**src/rtl/vfifo_pkg.sv**
```systemverilog
// -----------------------------------------------------------------------------
// vfifo_pkg
// Shared definitions for the vfifo single-clock FIFO controller slice.
//   DEFAULT_ADDR_WIDTH : default RAM address width of the FIFO
//   DEFAULT_DEPTH      : entries held at the default address width
//   xfer_e             : accepted-transfer classification {write, read}
//   clog2()            : ceiling log2 for sizing counters and pointers
// -----------------------------------------------------------------------------
package vfifo_pkg;

  localparam int DEFAULT_ADDR_WIDTH = 8;
  localparam int DEFAULT_DEPTH      = 1 << DEFAULT_ADDR_WIDTH;

  // Encoding is {write accepted, read accepted} so a concatenation of the
  // two accept strobes casts straight onto it.
  typedef enum logic [1:0] {
    XFER_NONE = 2'b00,
    XFER_RD   = 2'b01,
    XFER_WR   = 2'b10,
    XFER_BOTH = 2'b11
  } xfer_e;

  // Number of bits needed to hold values 0..value-1.
  function automatic int clog2(input int value);
    int result;
    int v;
    result = 0;
    v      = value - 1;
    while (v > 0) begin
      result = result + 1;
      v      = v >> 1;
    end
    return result;
  endfunction

endpackage

```
**src/rtl/vfifo_ptr_cnt.sv**
```systemverilog
// -----------------------------------------------------------------------------
// vfifo_ptr_cnt
// Wrapping binary pointer with increment enable. The incremented value is
// exported so the parent can look one entry ahead without a second adder.
//   clk     : clock, rising edge
//   rst     : asynchronous reset, active-low
//   en      : advance the pointer at the next rising edge
//   ptr     : current pointer value (registered)
//   ptr_inc : ptr + 1, modulo 2**WIDTH (combinational)
// -----------------------------------------------------------------------------
module vfifo_ptr_cnt #(
  parameter int WIDTH = 9
) (
  input  logic             clk,
  input  logic             rst,
  input  logic             en,
  output logic [WIDTH-1:0] ptr,
  output logic [WIDTH-1:0] ptr_inc
);

  logic [WIDTH-1:0] ptr_reg;

  // Natural overflow of the adder provides the wrap from all-ones to zero.
  assign ptr_inc = ptr_reg + WIDTH'(1);
  assign ptr     = ptr_reg;

  always_ff @(posedge clk or negedge rst) begin
    if (!rst) begin
      ptr_reg <= '0;
    end else if (en) begin
      ptr_reg <= ptr_inc;
    end
  end

endmodule

```
**src/rtl/vfifo_sc_fifo_ctrl.sv**
```systemverilog
// -----------------------------------------------------------------------------
// vfifo_sc_fifo_ctrl
// Single-clock FIFO controller sitting in front of a dual-port RAM that
// registers its read address. The read address is presented one cycle early
// so the RAM output always shows the head entry (first-word-fall-through).
//
// Ports:
//   clk          : sole clock, rising edge
//   rst          : asynchronous reset, active-low
//   wr_en        : push request (write data goes straight to the RAM)
//   rd_en        : pop request (head word is on the RAM output this cycle)
//   full         : occupancy == 2**ADDR_WIDTH
//   empty        : occupancy == 0
//   almost_full  : fill_cnt >= AFULL_LVL
//   almost_empty : fill_cnt <= AEMPTY_LVL
//   fill_cnt     : current occupancy, 0..2**ADDR_WIDTH
//   adr_a        : RAM write address
//   we_a         : RAM write enable = accepted push
//   adr_b        : RAM read address for the head after this edge
//   ovf_err      : sticky, push attempted while full   (VFIFO_ERR_FLAGS_EN)
//   udf_err      : sticky, pop attempted while empty   (VFIFO_ERR_FLAGS_EN)
//
// Build option: define VFIFO_ERR_FLAGS_EN to add the sticky error outputs.
// -----------------------------------------------------------------------------
module vfifo_sc_fifo_ctrl
  import vfifo_pkg::*;
#(
  parameter int ADDR_WIDTH = DEFAULT_ADDR_WIDTH,
  parameter int AFULL_LVL  = (2**ADDR_WIDTH) - 2,
  parameter int AEMPTY_LVL = 2
) (
  input  logic                  clk,
  input  logic                  rst,
  input  logic                  wr_en,
  input  logic                  rd_en,
  output logic                  full,
  output logic                  empty,
  output logic                  almost_full,
  output logic                  almost_empty,
  output logic [ADDR_WIDTH:0]   fill_cnt,
  output logic [ADDR_WIDTH-1:0] adr_a,
  output logic                  we_a,
  output logic [ADDR_WIDTH-1:0] adr_b
`ifdef VFIFO_ERR_FLAGS_EN
  ,
  output logic                  ovf_err,
  output logic                  udf_err
`endif
);

  localparam int PTR_W  = ADDR_WIDTH + 1;
  localparam int DEPTH  = 1 << ADDR_WIDTH;
  localparam int WR_IDX = 0;
  localparam int RD_IDX = 1;

  localparam logic [PTR_W-1:0] DEPTH_C  = PTR_W'(DEPTH);
  localparam logic [PTR_W-1:0] AFULL_C  = PTR_W'(AFULL_LVL);
  localparam logic [PTR_W-1:0] AEMPTY_C = PTR_W'(AEMPTY_LVL);
  localparam logic [PTR_W-1:0] ONE_C    = PTR_W'(1);

  // ---------------------------------------------------------------------------
  // Accept logic. Flags are registered, so there is no combinational path
  // from the requests to full/empty. The write strobe is also held low while
  // reset is asserted so nothing reaches the RAM during reset.
  // ---------------------------------------------------------------------------
  logic  wr_acc;
  logic  rd_acc;
  xfer_e xfer;

  assign wr_acc = wr_en & ~full & rst;
  assign rd_acc = rd_en & ~empty;
  assign xfer   = xfer_e'({wr_acc, rd_acc});

  // ---------------------------------------------------------------------------
  // Write and read pointers: same counter, index 0 = write, index 1 = read.
  // ---------------------------------------------------------------------------
  logic [1:0]       ptr_en;
  logic [PTR_W-1:0] ptr_q   [2];
  logic [PTR_W-1:0] ptr_inc [2];

  assign ptr_en[WR_IDX] = wr_acc;
  assign ptr_en[RD_IDX] = rd_acc;

  genvar gi;
  generate
    for (gi = 0; gi < 2; gi++) begin : g_ptr
      vfifo_ptr_cnt #(
        .WIDTH (PTR_W)
      ) u_ptr (
        .clk     (clk),
        .rst     (rst),
        .en      (ptr_en[gi]),
        .ptr     (ptr_q[gi]),
        .ptr_inc (ptr_inc[gi])
      );
    end
  endgenerate

  assign adr_a = ptr_q[WR_IDX][ADDR_WIDTH-1:0];
  assign we_a  = wr_acc;

  // The RAM captures adr_b at the edge that also commits the pop, so after
  // that edge its internal address equals the new read pointer and the RAM
  // output already shows the next head. A push to the current head slot is
  // written at that same edge, so it is visible right after it as well.
  assign adr_b = rd_acc ? ptr_inc[RD_IDX][ADDR_WIDTH-1:0]
                        : ptr_q[RD_IDX][ADDR_WIDTH-1:0];

  // The wrap bits and the write-side look-ahead are not needed by this
  // controller; occupancy is tracked by a dedicated counter instead.
  logic unused_ptr_bits;
  assign unused_ptr_bits = ^{ptr_q[WR_IDX][ADDR_WIDTH], ptr_q[RD_IDX][ADDR_WIDTH],
                             ptr_inc[WR_IDX], ptr_inc[RD_IDX][ADDR_WIDTH]};

  // ---------------------------------------------------------------------------
  // Occupancy counter and status flags. Flags are computed from the next count
  // and registered, which makes them identical to decoding the registered
  // count while keeping the outputs straight off flops.
  // ---------------------------------------------------------------------------
  logic [PTR_W-1:0] fill_cnt_reg;
  logic [PTR_W-1:0] fill_cnt_next;
  logic             full_reg;
  logic             empty_reg;
  logic             almost_full_reg;
  logic             almost_empty_reg;

  always_comb begin
    fill_cnt_next = fill_cnt_reg;
    case (xfer)
      XFER_WR: fill_cnt_next = fill_cnt_reg + ONE_C;
      XFER_RD: fill_cnt_next = fill_cnt_reg - ONE_C;
      default: fill_cnt_next = fill_cnt_reg;
    endcase
  end

  always_ff @(posedge clk or negedge rst) begin
    if (!rst) begin
      fill_cnt_reg     <= '0;
      full_reg         <= 1'b0;
      empty_reg        <= 1'b1;
      almost_full_reg  <= 1'b0;
      almost_empty_reg <= 1'b1;
    end else begin
      fill_cnt_reg     <= fill_cnt_next;
      full_reg         <= (fill_cnt_next == DEPTH_C);
      empty_reg        <= (fill_cnt_next == '0);
      almost_full_reg  <= (fill_cnt_next >= AFULL_C);
      almost_empty_reg <= (fill_cnt_next <= AEMPTY_C);
    end
  end

  assign fill_cnt     = fill_cnt_reg;
  assign full         = full_reg;
  assign empty        = empty_reg;
  assign almost_full  = almost_full_reg;
  assign almost_empty = almost_empty_reg;

`ifdef VFIFO_ERR_FLAGS_EN
  // ---------------------------------------------------------------------------
  // Sticky misuse flags: set on a refused request, cleared only by reset.
  // ---------------------------------------------------------------------------
  logic ovf_err_reg;
  logic udf_err_reg;

  always_ff @(posedge clk or negedge rst) begin
    if (!rst) begin
      ovf_err_reg <= 1'b0;
      udf_err_reg <= 1'b0;
    end else begin
      if (wr_en && full_reg) begin
        ovf_err_reg <= 1'b1;
      end
      if (rd_en && empty_reg) begin
        udf_err_reg <= 1'b1;
      end
    end
  end

  assign ovf_err = ovf_err_reg;
  assign udf_err = udf_err_reg;
`endif

endmodule

```
**config.mk**
```make
export PLATFORM = sky130hd
export DESIGN_NAME = vfifo_sc_fifo_ctrl
export DESIGN_NICKNAME = d
export VERILOG_FILES = /design/src/rtl/vfifo_pkg.sv /design/src/rtl/vfifo_ptr_cnt.sv /design/src/rtl/vfifo_sc_fifo_ctrl.sv
export SDC_FILE = /design/constraint.sdc
export NUM_CORES = 1
export LEC_CHECK = 0
export ABC_CLOCK_PERIOD_IN_PS = 3500
export CAP_MARGIN = 40
export CELL_PAD_IN_SITES_DETAIL_PLACEMENT = 2
export CELL_PAD_IN_SITES_GLOBAL_PLACEMENT = 2
export CORE_MARGIN = 2
export CORE_UTILIZATION = 32
export CTS_CLUSTER_SIZE = 12
export DETAILED_ROUTE_END_ITERATION = 8
export PLACE_DENSITY = 0.79
export SKIP_CTS_REPAIR_TIMING = 1
export SYNTH_ARGS = -nofsm -noshare
export SYNTH_HDL_FRONTEND = slang
export SYNTH_SLANG_ARGS = --single-unit
```
**constraint.sdc**
```tcl
create_clock -name clk -period 3.5 [get_ports clk]
set_input_delay 0.525 -clock clk [delete_from_list [all_inputs] [get_ports clk]]
set_output_delay 0.525 -clock clk [all_outputs]
set_load 0.1 [all_outputs]
```
==> results of run 1 <==
## cell families (layout without fill, tap and decap cells)
group | Yosys count | after routing | synth area share [%]
buf+inv | 21 | 77 | 5.31
simple gates | 77 | 77 | 26.1
xor+xnor | 22 | 22 | 10.8
fa+ha+maj | 5 | 5 | 3.36
compound gates | 35 | 35 | 13.6
flops | 29 | 29 | 39.1
mux | 3 | 3 | 1.81
## routing by layer
layer / track usage, % / vias up
met3: 3.03 / 14
met4: 7.46 / 0
li1: - / 799
met1: 29.5 / 899
met5: 0 / -
met2: 44.1 / 39
## worst max-delay path: cells and delay by family
kind            cells  cell delay, ns
compound gates      4            0.95
buf+inv             3            0.85
simple gates        3            0.68
fa+ha+maj           1            0.44
## cell usage in the layout (no fill, tap or decap), drive strengths merged, types with 2 or more instances in the layout
master / instances
nand4b: 2
nand2b: 2
o22ai: 2
nand3: 8
o2111ai: 2
nor3b: 3
buf: 42
or3b: 2
o211a: 2
xor2: 8
nor2b: 2
dfstp: 2
clkbuf: 6
nor2: 10
or2: 2
a211oi: 2
mux2: 3
o21a: 2
inv: 8
nor4: 6
nand2: 14
a21oi: 8
o21bai: 2
clkdlybuf4s50: 19
and3: 4
nand3b: 2
o21ai: 6
xnor2: 14
dfrtp: 27
o211ai: 2
nor3: 6
and4: 3
nand4: 3
ha: 5
nor4b: 3
## final cells by class
type,instances,area (um2)
multi-input cells,142,1080
repair buffers,61,713
well taps,72,90.1
fillers,570,2810
inverters,8,30.0
clock inverters,2,37.5
flip-flops and latches,29,732
clock buffers,6,82.6
## stage by stage
step           TNS, ns  instances
2_1_floorplan   -0.341        192
3_3_place_gp         0        296
3_5_place_dp   -0.0599        312
4_1_cts              0        320
5_1_grt              0        320
6_report             0        320
## worst paths after layout
check | slack (ns) | to | cells after the start | startpoint
setup / recovery | 0.21 | empty | 11 | rd_en
hold / removal | 0.47 | g_ptr[0].u_ptr.ptr[7] | 1 | g_ptr[0].u_ptr.ptr[7]
setup reg to reg | 0.55 | empty | 10 | empty
hold reg to reg | 0.47 | g_ptr[0].u_ptr.ptr[7] | 1 | g_ptr[0].u_ptr.ptr[7]
max in group asynchronous | 2.48 | almost_empty | 2 | rst
min in group asynchronous | 0.69 | g_ptr[0].u_ptr.ptr[1] | 2 | rst
==> impl_summary.md, run 1 <==
STA
The remaining max-slew budget at the tightest pin is 58.4%. Setup repair after global routing left no endpoint under its margin. The pin slew with the least headroom to its limit is roughly 0.62 ns. The worst slack on hold paths is 0.473 ns. The count of endpoints failing hold in the final timing report was 0. The total of endpoints with negative setup slack in the final report is 0. The final count of pins violating max slew is 0. The clock period minus worst slack is about 3.3 ns.

The final worst setup slack is between 0.2 and 0.25 ns. The clock arrives with between 0.006 and 0.007 ns of skew. The highest achievable clock rate is 304 MHz. The final critical path takes up 94.0% of the cycle.

Synthesis
Counting flops with a built-in enable in the synthesized netlist gives 0. The share of synthesized area occupied by flip-flops and latches is between 30 and 40%. By area the synthesized netlist is led by sky130_fd_sc_hd__dfrtp_1 (36%), sky130_fd_sc_hd__xnor2_1 (6.6%), sky130_fd_sc_hd__ha_1 (3.4%). The most frequent cell after synthesis is sky130_fd_sc_hd__dfrtp_1.

The most used flip-flop cell after synthesis is sky130_fd_sc_hd__dfrtp_1. Sorting the synthesized cells by how often they occur yields sky130_fd_sc_hd__dfrtp_1 (27), sky130_fd_sc_hd__xnor2_1 (14), sky130_fd_sc_hd__nand2_1 (13), sky130_fd_sc_hd__nor2_1 (10). Synthesis produced a netlist with a net count of roughly 200.

The proportion of netlist area held by the largest area contributor is ~36%. The distinct cell type count after synthesis is 56. The synthesized area divided by synthesized cell count is approximately 9.7 um2.

The total of warnings raised by yosys is 0. In the synthesized netlist, the number of instances is 192. For this run, asynchronously set or reset flops after synthesis account for 100%. The number of flip-flops and latches in the synthesized netlist is 29.

The total standard cell area after synthesis is 0.00186 mm2. The post-synthesis cell type with the largest combined area is sky130_fd_sc_hd__dfrtp_1.

Flow run
The number of maximum-capacitance violations is 0.

Route
The total vias in the final route is 1751. In the detailed route, the total length drawn on met3 is 161 um. The initial detailed-routing violation count is 83.

The routed length on met1 is 3.03 mm. The total length of routed wires is 7.17 mm. The remaining antenna violation count is 0. The routed design uses 3.82 mm of met2 wire. For this run, design rule violations remaining after detail routing come to 0. The first detailed-routing pass took 4 iterations. The detailed router used layers up to and including met4. In the final routed layout, each cell accounts on average for approximately 22 um. The number of vias per cell is 5.47.

Critical path
The critical path goes through clkdlybuf4s50_1 > nor2b_1 > ha_2 > buf_4 > nand2_1 > o22ai_1 > o21ai_0 > o31ai_1 > o2111ai_1 > buf_4 > nor4_1. The largest individual stage delay along the critical path comes from the cell sky130_fd_sc_hd__clkdlybuf4s50_1. The type of destination of the critical path is a flop. STA classifies the critical path startpoint as an input port.

The startpoint-to-endpoint class of the critical path is in -> reg. The critical path data arrival time is 3.47 ns. The biggest fanout along the worst timing path is 12. The most frequent cell on the critical path is sky130_fd_sc_hd__buf_4.

At the worst endpoint, the required time is approximately 3.7 ns. In this design, the stage delay of the slowest critical-path cell is 0.47 ns.

Layout
0 antenna diodes ended up in the layout. The final design area excluding fillers is 0.00276 mm2. From synthesis to final layout, the design area changed by 48.4%. The layout cell share with drive strength beyond 1 is 30.6%. The final layout contains 256 nets. The register with the most flip-flops in the layout has 16 of them. For this run, the share of the core covered by cells in the final layout is between 40 and 50%.

Clock network
The TritonCTS clock tree is yes. Clock-pin slew was measured on the worst setup and hold paths at roughly 0.070 ns. The maximum buffer depth of the clock tree is 2. Counting every sink on the clock net gives 29. The clock latency on the worst-skew pair is between 0.2 and 0.3 ns. In this run the clock root is driven by a sky130_fd_sc_hd__clkbuf_8. The deepest level of the CTS H-tree is 2.

The total clock buffers created by CTS is 5.

Floorplan
In this run the count of I/O pins placed on the die edge is 34. The die is between 80 and 90 um wide. The die is 80.3 um tall. The core region is 0.00557 mm2. The row count is 27.

The die covers 0.00644 mm2. The initial utilization of the core area, before any placement, comes to 33.4%.

Placement
The placed instances occupy a cell area of 0.00264 mm2. The count of buffers added on input and output ports is 33. Timing analysis after detailed placement gives a worst setup slack of -0.0346 ns. The placed wire-length estimate after detailed placement is 5.15 mm.

At the end of routability-driven placement, the weighted congestion stood at 0.803.

Outcome
The flow ran to the end, and the final reports show no timing, DRC or antenna violations.

Global route
The initial antenna violation count is 0. The via count of the first global-routing pass is 1982. Global routing consumed, over all layers together, 24.2% of the routing resources. The first global-routing pass estimated 11.6 mm of wire. The maximum number of pins on one net before global-route repair is 30. The total overflow left after global routing is 0.

Hold path
The type of the tightest min-delay check is reg -> reg.
Power of run 1 is not shown: default switching activity piles up to over one toggle a cycle in this logic, so the estimate is an artifact.
==> run 2: changes to the inputs <==
--- a/config.mk
+++ b/config.mk
@@ -5,15 +5,14 @@
 export SDC_FILE = /design/constraint.sdc
 export NUM_CORES = 1
 export LEC_CHECK = 0
-export ABC_CLOCK_PERIOD_IN_PS = 3500
+export ABC_CLOCK_PERIOD_IN_PS = 3000
 export CAP_MARGIN = 40
 export CELL_PAD_IN_SITES_DETAIL_PLACEMENT = 2
 export CELL_PAD_IN_SITES_GLOBAL_PLACEMENT = 2
-export CORE_MARGIN = 2
-export CORE_UTILIZATION = 32
+export CORE_UTILIZATION = 29
 export CTS_CLUSTER_SIZE = 12
 export DETAILED_ROUTE_END_ITERATION = 8
-export PLACE_DENSITY = 0.79
+export PLACE_DENSITY = 0.75
 export SKIP_CTS_REPAIR_TIMING = 1
 export SYNTH_ARGS = -nofsm -noshare
 export SYNTH_HDL_FRONTEND = slang
==> constraint.sdc (replaced) <==
create_clock -name clk -period 3 [get_ports clk]
set_input_delay 0.45 -clock clk [delete_from_list [all_inputs] [get_ports clk]]
set_output_delay 0.45 -clock clk [all_outputs]
set_load 0.1 [all_outputs]
==> run 2 against run 1 <==
Net effect:
- non-clock buffer count is 3 lower
- count of clock-buffer cells in the layout stayed put
- first-iteration DRC count decreased by 13%
- worst hold slack worse by 0.21 ns
- sequential cell count stayed put
- global-route usage decreased by 4.9 points
- clock skew up 0.0016 ns
==> impl_summary.md, run 2 (same netlist as run 1, synthesis figures left out) <==
STA
The clock period minus worst slack is 2.88 ns. The worst pin sits at a relative slew slack of 60.6%. For this run, the top clock speed supported by timing is 347 MHz. The count of endpoints failing hold in the final timing report is 0. The total of endpoints with negative setup slack in the final report is 0. The final critical path takes up 95.9% of the cycle.

Setup repair after global routing left no endpoint under its margin. On the final layout, the worst clock skew is 0.00832 ns. The worst slack on hold paths is roughly 0.27 ns. For the pin with the worst max-slew slack, the measured transition is approximately 0.59 ns.

The final count of pins violating max slew is 0.

Route
The initial detailed-routing violation count is 72. After detailed routing, the average wire length per cell comes to between 15 and 20 um. The detailed-router iteration count before antenna repair is 4.

After detailed routing, the number of remaining DRC violations is 0. Detailed routing inserted a total of 1708 vias. The total length of routed wires is 6.25 mm. The number of vias per cell is 5.34.

The remaining antenna violation count is 0.

Layout
The number of flip-flops in the largest register is 16. The layout cell share with drive strength beyond 1 is 42.0%. The final net count is between 200 and 300. The most common cell after layout, fill and taps aside is sky130_fd_sc_hd__buf_4. 0 antenna diodes ended up in the layout.

The post-route core utilization is 44.4%. The layout overhead on the synthesized area is 44.4%. The filler cells instantiated in the layout total approximately 630.

The library cells used most frequently in the layout, excluding fill and tap cells, are sky130_fd_sc_hd__buf_4 (46), sky130_fd_sc_hd__dfrtp_1 (26), sky130_fd_sc_hd__nand2_1 (12).

Placement
The placed wire-length estimate after detailed placement is 4.49 mm. The count of buffers inserted at the top-level ports is 33. At the end of routability-driven placement, the weighted congestion stood at 0.759.

Clock network
The tree is rooted in a sky130_fd_sc_hd__clkbuf_8. The number of clock sinks is 29. No sink is reached through more buffers than the 2 on the longest clock path.

The clock tree synthesis step divided the H-tree into 2 levels. For the worst-skew pair, the clock arrives at the later sink with an insertion delay of 0.29 ns. TritonCTS built the clock tree. After clock tree synthesis, the clock-pin slew on the worst setup and hold paths is 0.07 ns.

The total clock buffers created by CTS is 5.

Global route
Entering global routing, the biggest net connects 30 pins. The via count of the first global-routing pass came to 1772. The first-pass GRT wire length is 9.50 mm. In the global route stage, overall resource usage came out at ~19%. The initial antenna violation count came to 0. The overflow left after global routing is 0.

Floorplan
The boundary pin count is 34. The effective utilization at floorplan is 30.7%. The row count is 28. The area of the die is ~0.0067 mm2. Measured along the x axis, the die boundary spans 82.1 um. The die height is 82.1 um.

The region available for standard cell placement spans 0.00606 mm2.

Hold path
The min-delay analysis places its worst path in the category in -> async.

Critical path
STA classifies the critical path endpoint as a flop. The data required time of the worst path is 3.19 ns. The biggest fanout along the worst timing path is 5. The startpoint-to-endpoint class of the critical path is in -> reg. For the worst setup path, the data arrival time is 3.07 ns. STA classifies the critical path startpoint as an input port.

Flow run
The number of maximum-capacitance violations is 0.

Outcome
The run finished with clean final reports.
==> run 2: per-stage QoR <==
step	std cells	setup slack, ns	instance area (um2)	setup TNS [ns]
after floorplan	192	-0.623	1970	-2.88
after global placement	312	-0.221	2540	-0.780
after detailed placement	312	-0.304	2540	-1.14
after CTS	320	-0.0525	2620	-0.0660
after global routing	320	0.00479	2690	0
final	320	0.122	2690	0
==> run 2: layer usage <==
layer / vias up / routed length, um / track usage [%]
li1: 791 / - / -
met1: 874 / 2930 / 26.6
met3: 7 / 161 / 3.19
met5: - / 0 / 0
met4: 0 / 63 / 5.26
met2: 36 / 3090 / 31.0
==> run 2: path summary, 6_finish.rpt <==
path,start,end,slack [ns],cells after the start
worst max-delay path,rd_en,empty,0.12,11
worst min-delay path,rst,g_ptr[1].u_ptr.ptr[4],0.27,2
worst max register to register,empty,empty,0.23,10
worst min register to register,g_ptr[0].u_ptr.ptr[7],g_ptr[0].u_ptr.ptr[7],0.49,1
max in group asynchronous,rst,almost_empty,2.40,2
min in group clk,g_ptr[0].u_ptr.ptr[7],g_ptr[0].u_ptr.ptr[7],0.49,1
==> run 2: worst max-delay path: stages <==
cell,delay (ns)
sky130_fd_sc_hd__clkdlybuf4s50_1,0.45
sky130_fd_sc_hd__nor2b_1,0.12
sky130_fd_sc_hd__buf_4,0.15
sky130_fd_sc_hd__ha_4,0.16
sky130_fd_sc_hd__xor2_2,0.13
sky130_fd_sc_hd__ha_2,0.23
sky130_fd_sc_hd__or4b_4,0.49
sky130_fd_sc_hd__a221oi_4,0.30
sky130_fd_sc_hd__xor2_2,0.17
sky130_fd_sc_hd__nand2b_4,0.17
sky130_fd_sc_hd__nor4_2,0.25
==> run 2: layout make-up <==
type,instances,area (um2),share of cell area (%)
multi-input cells,142,1190,44.3
clock buffers,6,72.6,2.70
inverters,8,30.0,1.12
well taps,75,93.8,3.49
flip-flops and latches,29,732,27.2
clock inverters,2,10.0,0.372
repair buffers,58,561,20.8
Power of run 2 is left out for the same reason.
